[config.mk]
export PLATFORM = sky130hd
export DESIGN_NAME = sa_deskew_quant
export DESIGN_NICKNAME = d
export VERILOG_FILES = /design/src/rtl/sa_deskew_quant.sv
export SDC_FILE = /design/constraint.sdc
export NUM_CORES = 1
export LEC_CHECK = 0
export CAP_MARGIN = 5
export CORE_MARGIN = 4
export CORE_UTILIZATION = 40
export DETAILED_ROUTE_END_ITERATION = 10
export PLACE_DENSITY = 0.58
export SLEW_MARGIN = 20
export SYNTH_ARGS = -nofsm -noshare
export SYNTH_HDL_FRONTEND = slang
export SYNTH_SLANG_ARGS = --single-unit
[constraint.sdc]
create_clock -name clk -period 21 [get_ports clk]
set_input_delay 4.2 -clock clk [delete_from_list [all_inputs] [get_ports clk]]
set_output_delay 4.2 -clock clk [all_outputs]
set_load 0.05 [all_outputs]
[src/rtl/sa_deskew_quant.sv]
// sa_deskew_quant: deskews systolic column partial sums, quantizes rows and writes them back.
module sa_deskew_quant #(
    parameter int N     = 4,
    parameter int PSW   = 32,
    parameter int OW    = 8,
    parameter int DEPTH = 16,
    parameter int AW    = 4
) (
    input  logic            clk,
    input  logic            reset,
    input  logic            start,
    input  logic [AW:0]     num_rows,
    input  logic [4:0]      shift,
    input  logic [1:0]      act_mode,
    input  logic [N*PSW-1:0] ps_in,
    input  logic [N-1:0]    ps_valid,
    output logic            wb_we,
    output logic [AW-1:0]   wb_addr,
    output logic [N*OW-1:0] wb_data,
    output logic            busy,
    output logic            done,
    output logic            overflow,
    output logic            err
);
    typedef enum logic [1:0] {IDLE, RUN, DONE} state_t;
    localparam logic [AW:0] DEPTH_W = (AW+1)'(DEPTH);
    localparam logic signed [PSW:0] QMAX = (PSW+1)'(2**(OW-1)-1);
    localparam logic signed [PSW:0] QMIN = -QMAX - 1;
    state_t            state;
    logic [AW:0]       rows_lat, wr_cnt;
    logic [AW:0]       col_cnt [N];
    logic [4:0]        shift_l;
    logic [1:0]        mode_l;
    logic [N-1:0]      acc, d_v, clip;
    logic [PSW-1:0]    d_ps [N];
    logic [N*OW-1:0]   lanes, q_data;
    logic              q_valid, q_ovf, aligned, mis, extra, late;
    for (genvar i = 0; i < N; i++) begin : g_col
        localparam int L = N - 1 - i;
        assign acc[i] = ps_valid[i] && state == RUN && col_cnt[i] < rows_lat;
        if (L == 0) begin : g_thru
            assign d_v[i]  = acc[i];
            assign d_ps[i] = ps_in[i*PSW +: PSW];
        end else begin : g_dly
            logic [L-1:0]   sv;
            logic [PSW-1:0] sd [L];
            always_ff @(posedge clk) begin
                if (reset) begin
                    sv <= '0;
                    for (int k = 0; k < L; k++) sd[k] <= '0;
                end else begin
                    sv[0] <= acc[i];
                    sd[0] <= ps_in[i*PSW +: PSW];
                    for (int k = 1; k < L; k++) begin
                        sv[k] <= sv[k-1];
                        sd[k] <= sd[k-1];
                    end
                end
            end
            assign d_v[i]  = sv[L-1];
            assign d_ps[i] = sd[L-1];
        end
    end
    for (genvar i = 0; i < N; i++) begin : g_lane
        logic signed [PSW:0] ext, rnd, q;
        logic                hi, lo;
        logic [OW-1:0]       sat;
        assign ext = {d_ps[i][PSW-1], d_ps[i]};
        assign rnd = shift_l == 5'd0 ? '0 : (PSW+1)'(1) << (shift_l - 5'd1);
        assign q   = (ext + rnd) >>> shift_l;
        assign hi  = q > QMAX;
        assign lo  = q < QMIN;
        assign sat = hi ? QMAX[OW-1:0] : lo ? QMIN[OW-1:0] : q[OW-1:0];
        assign clip[i] = hi | lo;
        assign lanes[i*OW +: OW] = (mode_l == 2'b01 && sat[OW-1]) ? '0 : sat;
    end
    assign aligned = &d_v;
    assign mis     = |d_v && !aligned;
    assign extra   = state != IDLE && |(ps_valid & ~acc);
    assign late    = q_valid && state != RUN;
    always_ff @(posedge clk) begin
        if (reset) begin
            q_valid <= 1'b0;
            q_ovf   <= 1'b0;
            q_data  <= '0;
        end else begin
            q_valid <= aligned;
            if (aligned) begin
                q_data <= lanes;
                q_ovf  <= |clip;
            end
        end
    end
    always_ff @(posedge clk) begin
        if (reset) begin
            state    <= IDLE;
            busy     <= 1'b0;
            done     <= 1'b0;
            wb_we    <= 1'b0;
            wb_addr  <= '0;
            wb_data  <= '0;
            overflow <= 1'b0;
            err      <= 1'b0;
            rows_lat <= '0;
            wr_cnt   <= '0;
            shift_l  <= '0;
            mode_l   <= '0;
            for (int c = 0; c < N; c++) col_cnt[c] <= '0;
        end else begin
            wb_we <= 1'b0;
            done  <= 1'b0;
            err   <= err | mis | extra | late;
            for (int c = 0; c < N; c++) if (acc[c]) col_cnt[c] <= col_cnt[c] + 1'b1;
            case (state)
                IDLE: if (start && num_rows != '0) begin
                    state    <= RUN;
                    busy     <= 1'b1;
                    rows_lat <= num_rows > DEPTH_W ? DEPTH_W : num_rows;
                    shift_l  <= shift;
                    mode_l   <= act_mode;
                    wb_addr  <= '0;
                    wr_cnt   <= '0;
                    overflow <= 1'b0;
                    err      <= 1'b0;
                    for (int c = 0; c < N; c++) col_cnt[c] <= '0;
                end
                RUN: if (q_valid) begin
                    wb_we    <= 1'b1;
                    wb_data  <= q_data;
                    wb_addr  <= wr_cnt[AW-1:0];
                    wr_cnt   <= wr_cnt + 1'b1;
                    overflow <= overflow | q_ovf;
                    if (wr_cnt == rows_lat - 1'b1) state <= DONE;
                end
                DONE: begin
                    done  <= 1'b1;
                    busy  <= 1'b0;
                    state <= IDLE;
                end
                default: state <= IDLE;
            endcase
        end
    end
endmodule

# [Yosys cells after proc, flatten, opt, wreduce, memory -nomap -nowiden]
# Memory sizes are Yosys's and may differ from the RTL's.
# Index checks and enable logic that the tools add are counted.
[word_totals] out_inout_bits=41 in_bits=147 wordCells=184 reg_bits=100 mem_bits_rw=212 mem_count=4
[memory_table] memory="g_col[0].g_dly.sd" words=3 width=32 rd=3 rd_clocked_by_memory_dff=0 wr=3 line="46" source="logic [PSW-1:0] sd [L];"
[memory_table] memory="g_col[1].g_dly.sd" words=2 width=32 rd=2 rd_clocked_by_memory_dff=0 wr=2 line="46"
[memory_table] memory="g_col[2].g_dly.sd" words=1 width=32 rd=1 rd_clocked_by_memory_dff=0 wr=1 line="46"
[memory_table] memory="col_cnt" words=4 width=5 rd=4 rd_clocked_by_memory_dff=0 wr=4 line="31" source="logic [AW:0] col_cnt [N];"
[classes] mux=67 order_cmp=13 add_sub_neg=11 n_eq_ne=8 n_reduce_logical=34 bitwise_logic=24 shift=5
[ops] cell="$mux 32" n=6
[ops] cell="$add 32x33->33" n=4
[ops] cell="$gt 33x8->1 const B" n=4
[ops] cell="$lt 33x8->1 const B" n=4
[ops] cell="$sshr 33x5->33" n=4
[ops] cell="$mux 8" n=12
[ops] cell="$mux 5" n=11
[ops] cell="$mux 33" n=1
[ops] cell="$shl 1x5->33 const A" n=1
[ops] cell="$reduce_or 32->1" n=1
[ops] cell="$mux 1" n=27
[ops] cell="$add 5x1->5 const B" n=5
[ops] cell="$or 1x1->1" n=21
[ops] cell="$lt 5x5->1" n=4
[ops] cell="$logic_and 1x1->1" n=16
[ops] cell="$reduce_or 4->1" n=3
[ops] cell="$pmux 5 s2" n=1
[ops] cell="$sub 5x1->5 const B" n=2
[ops] cell="$mux 4" n=2
[ops] cell="$pmux 4 s2" n=1
[ops] cell="$mux 2" n=3
[ops] cell="$reduce_and 2->1" n=3
[ops] cell="$reduce_and 3->1" n=2
[ops] cell="$reduce_bool 2->1" n=3
[ops] cell="17 further kinds" n=21

# [Depth between registers and ports, before layout]
# Gate-level depths: netlist of the first run.
[depth] ltp_word=11 mapped_depth=30 mapped_depth_nobuf=20

# [Worst setup path before layout of the first run]
# Ideal clock, no wire load.
[synth_path] path_type="input-to-reg" from="input port ps_in[96]" to="register q_data[25]" setup_ps=122 n_path_buf=1 path_stages=19 t_required_ps=20878 setup_slack_ps=12320 arrival_ps=8558 cell_sequence="ha_1 > ha_1 > o31a_1 > o21a_1 > a211o_1 > and4_1 > or2_2 > clkbuf_1 > a311o_1 > o211a_1 > mux2i_1 > mux4_2 > nor2_1 > or4_1 > a311oi_1 > nand4_1 > o41a_1 > nor2b_1 > a221o_1"
[synth_via] elab_chain_len=7 elab_cells_between_ends=8 cone_classes="add/sub (1); order compare (2); shift (1); mux (3); reduce/logical (1)"
[synth_lines] element="start: declaration" line="15" source="input logic [N*PSW-1:0] ps_in,"
[synth_lines] element="$add 32x33->33 *" line="70" source="assign q = (ext + rnd) >>> shift_l;"
[synth_lines] element="$sshr 33x5->33 *" line="70"
[synth_lines] element="$lt 33x8->1" line="72" source="assign lo = q < QMIN;"
[synth_lines] element="$mux 8" line="73" source="assign sat = hi ? QMAX[OW-1:0] : lo ? QMIN[OW-1:0] : q[OW-1:0];"
[synth_lines] element="$mux 8 *" line="73"
[synth_lines] element="$logic_and 1x1->1" line="75" source="assign lanes[i*OW +: OW] = (mode_l == 2'b01 && sat[OW-1]) ? '0 : sat;"
[synth_lines] element="$mux 8 *" line="75"
[synth_lines] element="end signal: assignment" line="89" source="q_data <= lanes;"
[synth_lines] element="end: declaration" line="36" source="logic [N*OW-1:0] lanes, q_data;"
# Every way passes the cells marked *; elsewhere a longest branch is shown, timed or not.
# A chain may end at the register's enable or synchronous reset.

# [Worst setup path in the final report of the first run]
[layout_path] from="register shift_l[3]" to="register q_ovf"
[layout_via] elab_chain_len=8 elab_cells_between_ends=25 cone_classes="add/sub (5); order compare (8); shift (5); mux (1); bitwise (4); reduce/logical (2)"
[layout_lines] element="start: declaration" line="32" source="logic [4:0] shift_l;"
[layout_lines] element="start signal: assignment" line="119" source="shift_l <= shift;"
[layout_lines] element="$sub 5x1->5" line="69" source="assign rnd = shift_l == 5'd0 ? '0 : (PSW+1)'(1) << (shift_l - 5'd1);"
[layout_lines] element="$shl 1x5->33" line="69"
[layout_lines] element="$mux 33" line="69"
[layout_lines] element="$add 32x33->33" line="70"
[layout_lines] element="$sshr 33x5->33" line="70"
[layout_lines] element="$gt 33x8->1 / $lt 33x8->1 (equally long branches)" line="71, 72"
[layout_lines] element="$or 1x1->1" line="74" source="assign clip[i] = hi | lo;"
[layout_lines] element="$reduce_or 4->1 *" line="90" source="q_ovf <= |clip;"
[layout_lines] element="end signal: assignment" line="90"
[layout_lines] element="end: declaration" line="37" source="logic q_valid, q_ovf, aligned, mis, extra, late;"
# Marks and branches as above.

==> qor.log, run 1 <==
[status] status completed
[place] Post-Place Setup Slack 10,960 ps
[power_and_ir_drop] overall power 1.86 mW
[yosys] Yosys top cell by area dfxtp_1
[final_layout] final design instance area without fill 0.0344 mm^2
[floorplanning] Placeable Area 0.0749 mm^2
[critical_path] signal arrival time at the worst endpoint 10,050 ps
[sta] Final Skew 26.1 ps
[sta] Max Slew Vio Count 0
[power_and_ir_drop] power density relative to cell area 53.9 mW/mm^2
[floorplanning] die boundary width 284 um
[route] highest routing layer actually used met5
[hold_path] HP Class reg2reg
[critical_path] Worst setup EP type flip-flop
[sta] minimum clock period after layout 9660 ps
[sta] Max-Slew Margin vs Limit 17.7%
[route] DRC violations left 0
[critical_path] critical path peak fanout 58
[yosys] asr flop ratio synth 0%
[clocking] buffers inserted by post-CTS timing repair 0
[final_layout] Final Util 46.0%
[clocking] Inserted Clock Buffers 35
[sta] fmax 104 MHz
[route] detailed-routing wirelength on met1 61.0 mm
[power_and_ir_drop] peak supply drop 63.7 uV
[global_route] maximum number of pins on one net before global-route repair 89
[final_layout] final layout net count 4,433
[final_layout] Layout Cells excl Fill 5,178
[critical_path] required time at the endpoint of the critical path 21,400 ps
[clocking] number of buffers inserted by hold repair at cts 0
[sta] final hold slack 429 ps
[sta] final setup violation count 0
[floorplanning] area of the die 0.0807 mm^2
[place] Final HPWL DP 117 mm
[yosys] synthesis-stage register bit count 312
[power_and_ir_drop] leakage power of the design 13.0 nW
[route] DRC marker count from the first detailed-route iteration 4,229
[run] Maximum Capacitance Violations 0
[floorplanning] Initial Utilization 40.7%
[yosys] sequential share of the synthesized area 20.8%
[sta] ratio of final minimum period to clock period 46.0%
[place] DP Cell Count 5,108
[clocking] H-tree Lvls 2
[global_route] number of global-route vias before repair 33,000
[sta] unrepaired setup endpoints after global routing no
[route] wirelength, routed 153 mm
[global_route] global route total overflow 0
[route] vias post-DR 34,600
[yosys] number of unique standard cell types used by synthesis 103
[sta] Worst-Margin Slew 1230 ps
[clocking] clock transition at the registers of the reported paths 60 ps
[route] total length of routed met3 wires 15.1 mm
[floorplanning] die span in y 284 um
[clocking] clock tree from TritonCTS done
[route] number of vias per cell 6.69
[yosys] Mapped Avg Cell Area 7.32 um^2
[final_layout] layout overhead on the synthesized area 13.0%
[yosys] number of flops mapped to enable cells by yosys 10
[yosys] most used flip-flop cell after synthesis dfxtp_1
[sta] Setup TNS Final 0 ps
[sta] number of endpoints with negative hold slack in the final report 0
[critical_path] startpoint type of the worst setup path flip-flop
[yosys] top area cells in the synthesized netlist dfxtp_1, a21oi_1, nand2_1
[clocking] latest clock arrival within the worst-skew pair 560 ps
[yosys] area share of the leading cell type in the synthesized netlist 19.8%
[floorplanning] Boundary Pins 188
[final_layout] final-layout fill cell count 7,754
[floorplanning] num rows 100
[route] drt pass-1 iters 7
[route] remaining number of nets flagged by the antenna check after routing 0
[clocking] cells resized by post-CTS repair 0
[place] standard cell area after detailed placement 0.0332 mm^2
[global_route] GRT Total Usage 35.9%
[global_route] number of antenna violations at the first check in global routing 6
[place] placer's final routability congestion estimate 1.05
[route] amount of wire on met2 after detailed routing 64.0 mm
[clocking] buffer depth of the longest clock path 3
[critical_path] type of the worst setup path reg2reg
[global_route] first-pass GRT wire length 221 mm
[place] count of input and output buffers 187
[clocking] TritonCTS Sinks 312
[route] wire length per cell 29.5 um
[clocking] Clk Tree Root Cell clkbuf_16
[yosys] Syn. warnings 0
[yosys] synthesized instance count 4,164
[sta] setup slack after layout 11,340 ps
[final_layout] share of post-route cells with drive strength above 1 8.29%
[yosys] summed instance area of the synthesized netlist 0.0305 mm^2
## flip-flops by register name, summed over array words and instances (netlist names)
name and cells:
overflow 1, q_ovf 1, done 1, rows_lat 5, wb_addr 4, wb_data 32
q_valid 1, g_col.g_dly.sv 6, busy 1, wr_cnt 5, g_col.g_dly.sd 192, shift_l 5
err 1, mode_l 2, col_cnt 20, wb_we 1, q_data 32, state 2
## report_power, final
part / switching (mW) / internal, mW / total (mW)
combinational: 0.397 / 0.199 / 0.596
sequential: 0.0211 / 0.616 / 0.637
clock: 0.248 / 0.375 / 0.623
total: 0.666 / 1.19 / 1.86
## synthesized netlist by cell type (all sizes together), types with 64 or more instances
| cell | n |
|---|---|
| ha | 110 |
| xnor2 | 113 |
| clkbuf | 255 |
| buf | 64 |
| nor3 | 94 |
| nand4 | 64 |
| inv | 71 |
| dfxtp | 302 |
| a21oi | 339 |
| nor2b | 226 |
| nand2 | 429 |
| a211oi | 81 |
| o21ai | 239 |
| nor2 | 368 |
| mux2i | 95 |
| nand3 | 104 |
## area by class of cell
cell class	count	area, um^2	share of cell area, %
Timing Repair Buffer	291	2660	7.71
Tap cell	969	1210	3.52
Multi-Input combinational cell	3462	22700	66.0
Clock buffer	48	1040	3.02
Inverter	74	279	0.810
Antenna cell	9	22.5	0.0654
Clock inverter	13	146	0.425
Sequential cell	312	6360	18.5
## worst paths after layout
kind,cells after the start,endpoint,slack [ps],startpoint
min reg2reg,1,g_col[0].g_dly.sd[0][41]$_SDFF_PP0_,430,g_col[0].g_dly.sd[0][9]$_SDFF_PP0_
min,1,g_col[0].g_dly.sd[0][41]$_SDFF_PP0_,430,g_col[0].g_dly.sd[0][9]$_SDFF_PP0_
max,23,q_ovf$_SDFFE_PP0P_,11340,shift_l[3]$_SDFFE_PP0P_
max reg2reg,23,q_ovf$_SDFFE_PP0P_,11340,shift_l[3]$_SDFFE_PP0P_
## placed cells by master (no fill, tap or decap), types with 26 or more instances in the layout
cell type	n
buf_4	104
a211oi_1	80
clkbuf_16	39
o21ai_0	228
ha_1	110
o221ai_1	29
mux4_2	26
mux2_2	39
a31oi_1	55
nor2b_1	223
a21oi_1	339
mux2i_1	95
or2_2	38
nor2_1	362
o22ai_1	47
nand2b_1	28
nand4_1	64
nor4_1	27
a21o_1	57
a211o_1	27
dfxtp_1	297
inv_1	68
nand3_1	104
clkdlybuf4s50_1	186
and3_1	39
or3_1	32
nand2_1	428
xnor2_1	113
o211ai_1	60
nor3_1	92
o31ai_1	39
o21a_1	42
a22oi_1	33
xor2_1	54
and2_1	45
## logic make-up (layout without fill, tap and decap cells)
group | Yosys count | count (layout) | share of synthesized area [%]
compound gates | 1386 | 1386 | 31.1
xor+xnor | 168 | 168 | 4.83
fa+ha+maj | 113 | 113 | 4.61
buf+inv | 393 | 426 | 4.99
flops | 312 | 312 | 20.8
mux | 160 | 160 | 6.48
other cells | 1 | 13 | 0.0123
simple gates | 1631 | 1631 | 27.1
## routing by layer
layer  vias up  GRT usage (%)
li1      15600              -
met1     16500           45.4
met2      1923           54.7
met3       598           8.04
met4         4           24.3
met5         -              0
## critical path, cell delays in order (launching register included)
cell	delay [ps]
dfxtp_4	660
buf_4	700
buf_4	560
nor2_4	30
buf_4	300
nand2_1	550
nor2_1	180
buf_4	250
ha_1	440
a21oi_1	360
o221ai_1	310
a21o_1	250
a21o_1	200
a31oi_1	550
a31o_2	330
xnor2_1	80
a211oi_1	960
mux2i_1	250
a211oi_1	790
nand4_1	180
o41ai_1	490
nand4_1	230
a221oi_2	580
a31oi_1	160
No activity file was read; power rests on OpenSTA's default activity.
==> run 2, diff against run 1 <==
- PLACE_DENSITY: 0.58 -> 0.61
- clock period: 21 -> 8.2 ns (I/O delays scaled with it)
==> run 2 against run 1 <==
  * Global-route usage down 0.35 points
  * Total power rose to 2.7 times the previous value
  * Sequential share of layout area down 0.72 points
  * Design area grew 4.1%
  * Register-to-register slack worse by 10000 ps
  * Clock power rose to 2.7 times the previous value
  * Wire length decreased by 0.74%
  * Clock-buffer cell count is 2 higher
  * Sequential power grew to 2.6 times the previous value
  * Largest cell class unchanged
==> qor.log, run 2 (synthesized netlist as in run 1, its figures left out) <==
[route] wire length per cell 28.3 um [-4.0%]
[place] Post-Place Setup Slack 958 ps [-10,010 ps]
[route] vias post-DR 35,800 [+3.5%]
[sta] Final Skew 13.3 ps [-12.8 ps]
[place] standard cell area after detailed placement 0.0346 mm^2 [+4.0%]
[clocking] H-tree Lvls 2 [unchanged]
[route] number of vias per cell 6.69 [about the same]
[critical_path] Worst setup EP type flip-flop
[final_layout] biggest registers after layout g_col.g_dly.sd (192), q_data (32), wb_data (32)
[final_layout] Final Util 47.8% [+1.9 points]
[route] drt pass-1 iters 8 [+1]
[global_route] number of antenna violations at the first check in global routing 9 [+3]
[place] count of input and output buffers 187 [unchanged]
[global_route] maximum number of pins on one net before global-route repair 187 [+110%]
[final_layout] commonest non-fill, non-tap cell in the layout nand2_1
[sta] final setup violation count 0 [unchanged]
[sta] setup slack after layout 936 ps [-10,410 ps]
[global_route] global route total overflow 0 [unchanged]
[floorplanning] Boundary Pins 188 [unchanged]
[place] Final HPWL DP 117 mm [-0.25%]
[power_and_ir_drop] clock network power share 34.3% [+0.7 points]
[final_layout] max reg flops 192 [unchanged]
[sta] ratio of final minimum period to clock period 88.6% [+43 points]
[global_route] first-pass GRT wire length 220 mm [-0.27%]
[sta] Max-Slew Margin vs Limit 20.1% [+2.4 points]
[floorplanning] die boundary width 284 um [unchanged]
[place] DP Cell Count 5,288 [+3.5%]
[floorplanning] area of the die 0.0807 mm^2 [unchanged]
[clocking] buffer depth of the longest clock path 3 [unchanged]
[floorplanning] Placeable Area 0.0749 mm^2 [unchanged]
[critical_path] startpoint type of the worst setup path flip-flop
[sta] number of endpoints with negative hold slack in the final report 0 [unchanged]
[status] status completed
[power_and_ir_drop] Logic pwr share 32.4% [+0.3 points]
[critical_path] signal arrival time at the worst endpoint 7700 ps [-2350 ps]
[power_and_ir_drop] power dissipated by switching net loads 1.73 mW [+160%]
[clocking] clock tree from TritonCTS done
[power_and_ir_drop] peak supply drop 146 uV [+130%]
[floorplanning] num rows 100 [unchanged]
[critical_path] critical path peak fanout 32 [-45%]
[final_layout] final design instance area without fill 0.0358 mm^2 [+4.1%]
[power_and_ir_drop] overall power 4.92 mW [+170%]
[power_and_ir_drop] sequential group share of total power 33.3% [-1.0 points]
[final_layout] share of post-route cells with drive strength above 1 12.0% [+3.7 points]
[floorplanning] die span in y 284 um [unchanged]
[clocking] latest clock arrival within the worst-skew pair 550 ps [about the same]
[final_layout] top register by number of flip-flops g_col.g_dly.sd
[route] remaining number of nets flagged by the antenna check after routing 0 [unchanged]
[sta] Setup TNS Final 0 ps [unchanged]
[sta] Max Slew Vio Count 0 [unchanged]
[power_and_ir_drop] switch share 35.1% [-0.81 points]
[global_route] GRT Total Usage 35.6% [-0.35 points]
[route] DRC marker count from the first detailed-route iteration 4,495 [+6.3%]
[power_and_ir_drop] leakage power of the design 13.9 nW [+7.2%]
[critical_path] required time at the endpoint of the critical path 8640 ps [-12,760 ps]
[global_route] number of global-route vias before repair 33,800 [+2.2%]
[sta] Worst-Margin Slew 1190 ps [-37.5 ps]
[clocking] buffers inserted by post-CTS timing repair 0 [unchanged]
[hold_path] HP Class reg2reg
[power_and_ir_drop] power density relative to cell area 137 mW/mm^2 [+150%]
[power_and_ir_drop] cell internal pwr 3.19 mW [+170%]
[sta] final hold slack 432 ps [+2.28 ps]
[critical_path] type of the worst setup path reg2reg
[final_layout] highest-count cells in the layout ignoring fill and taps nand2_1, nor2_1, a21oi_1, dfxtp_1, buf_4
[route] wirelength, routed 152 mm [-0.74%]
[route] DRC violations left 0 [unchanged]
[sta] minimum clock period after layout 7260 ps [-2390 ps]
[run] Maximum Capacitance Violations 0 [unchanged]
[final_layout] Layout Cells excl Fill 5,356 [+3.4%]
[final_layout] final layout net count 4,613 [+4.1%]
[final_layout] layout overhead on the synthesized area 17.6%
[clocking] number of buffers inserted by hold repair at cts 0 [unchanged]
[clocking] Inserted Clock Buffers 35 [unchanged]
[place] placer's final routability congestion estimate 1.08 [+3.0%]
[sta] fmax 138 MHz [+33%]
[clocking] TritonCTS Sinks 312 [unchanged]
[clocking] clock transition at the registers of the reported paths 60 ps [about the same]
[floorplanning] Initial Utilization 40.7% [unchanged]
[sta] unrepaired setup endpoints after global routing no
[clocking] cells resized by post-CTS repair 0 [unchanged]
[clocking] Clk Tree Root Cell clkbuf_16
-- run 2: cell types whose count changed in the layout (fill, tap and decap cells not counted), sizes merged --
| cell | delta |
|---|---|
| inv | +1 |
| clkinvlp | -2 |
| bufinv | +2 |
| diode | -5 |
| buf | +180 |
| clkbuf | +2 |
-- run 2: layer usage --
metal	global-route usage, %	share of wire (%)
met5	0	0.039
met1	44.0	39
met4	23.0	8.0
met3	8.71	11
met2	55.2	43
-- run 2: cell type report --
class / instances / area (um^2)
antenna: 4 / 10.0
sequential: 312 / 6360
clock buffer: 50 / 1060
tap: 969 / 1210
timing repair buffer: 471 / 4030
clock inverter: 14 / 204
multi-input combinational: 3462 / 22700
fill: 7612 / 39100
inverter: 74 / 279
-- run 2: path summary, 6_finish.rpt --
check	startpoint	endpoint	slack (ps)	cells after the start
max	shift_l[4]$_SDFFE_PP0P_	q_data[14]$_SDFFE_PP0P_	940	22
min	g_col[0].g_dly.sd[0][32]$_SDFF_PP0_	g_col[0].g_dly.sd[0][64]$_SDFF_PP0_	430	1
max reg2reg	shift_l[4]$_SDFFE_PP0P_	q_data[14]$_SDFFE_PP0P_	940	22
min reg2reg	g_col[0].g_dly.sd[0][32]$_SDFF_PP0_	g_col[0].g_dly.sd[0][64]$_SDFF_PP0_	430	1
-- run 2: worst max-delay path: stages (launching register included) --
cell	delay [ps]
dfxtp_4	640
nand2_1	600
nor2_2	600
buf_4	330
ha_1	390
and2_1	240
a31o_2	270
o31ai_1	460
nor2_1	210
or4b_2	700
nand3_1	190
buf_4	150
a221oi_1	70
buf_4	210
buf_4	160
a22o_1	270
a211o_1	340
nor4_1	310
nand3_1	160
o41ai_2	360
buf_4	200
o21ai_0	80
a22o_1	200
-- run 2: power by group through the flow --
stage          logic, mW  registers [mW]  clock network, mW
2_1_floorplan      0.905            1.63                  0
3_3_place_gp        1.53            1.67                  0
3_5_place_dp        1.52            1.67                  0
4_1_cts             1.53            1.63               1.74
5_1_grt             1.66            1.64               1.79
6_report            1.59            1.64               1.69
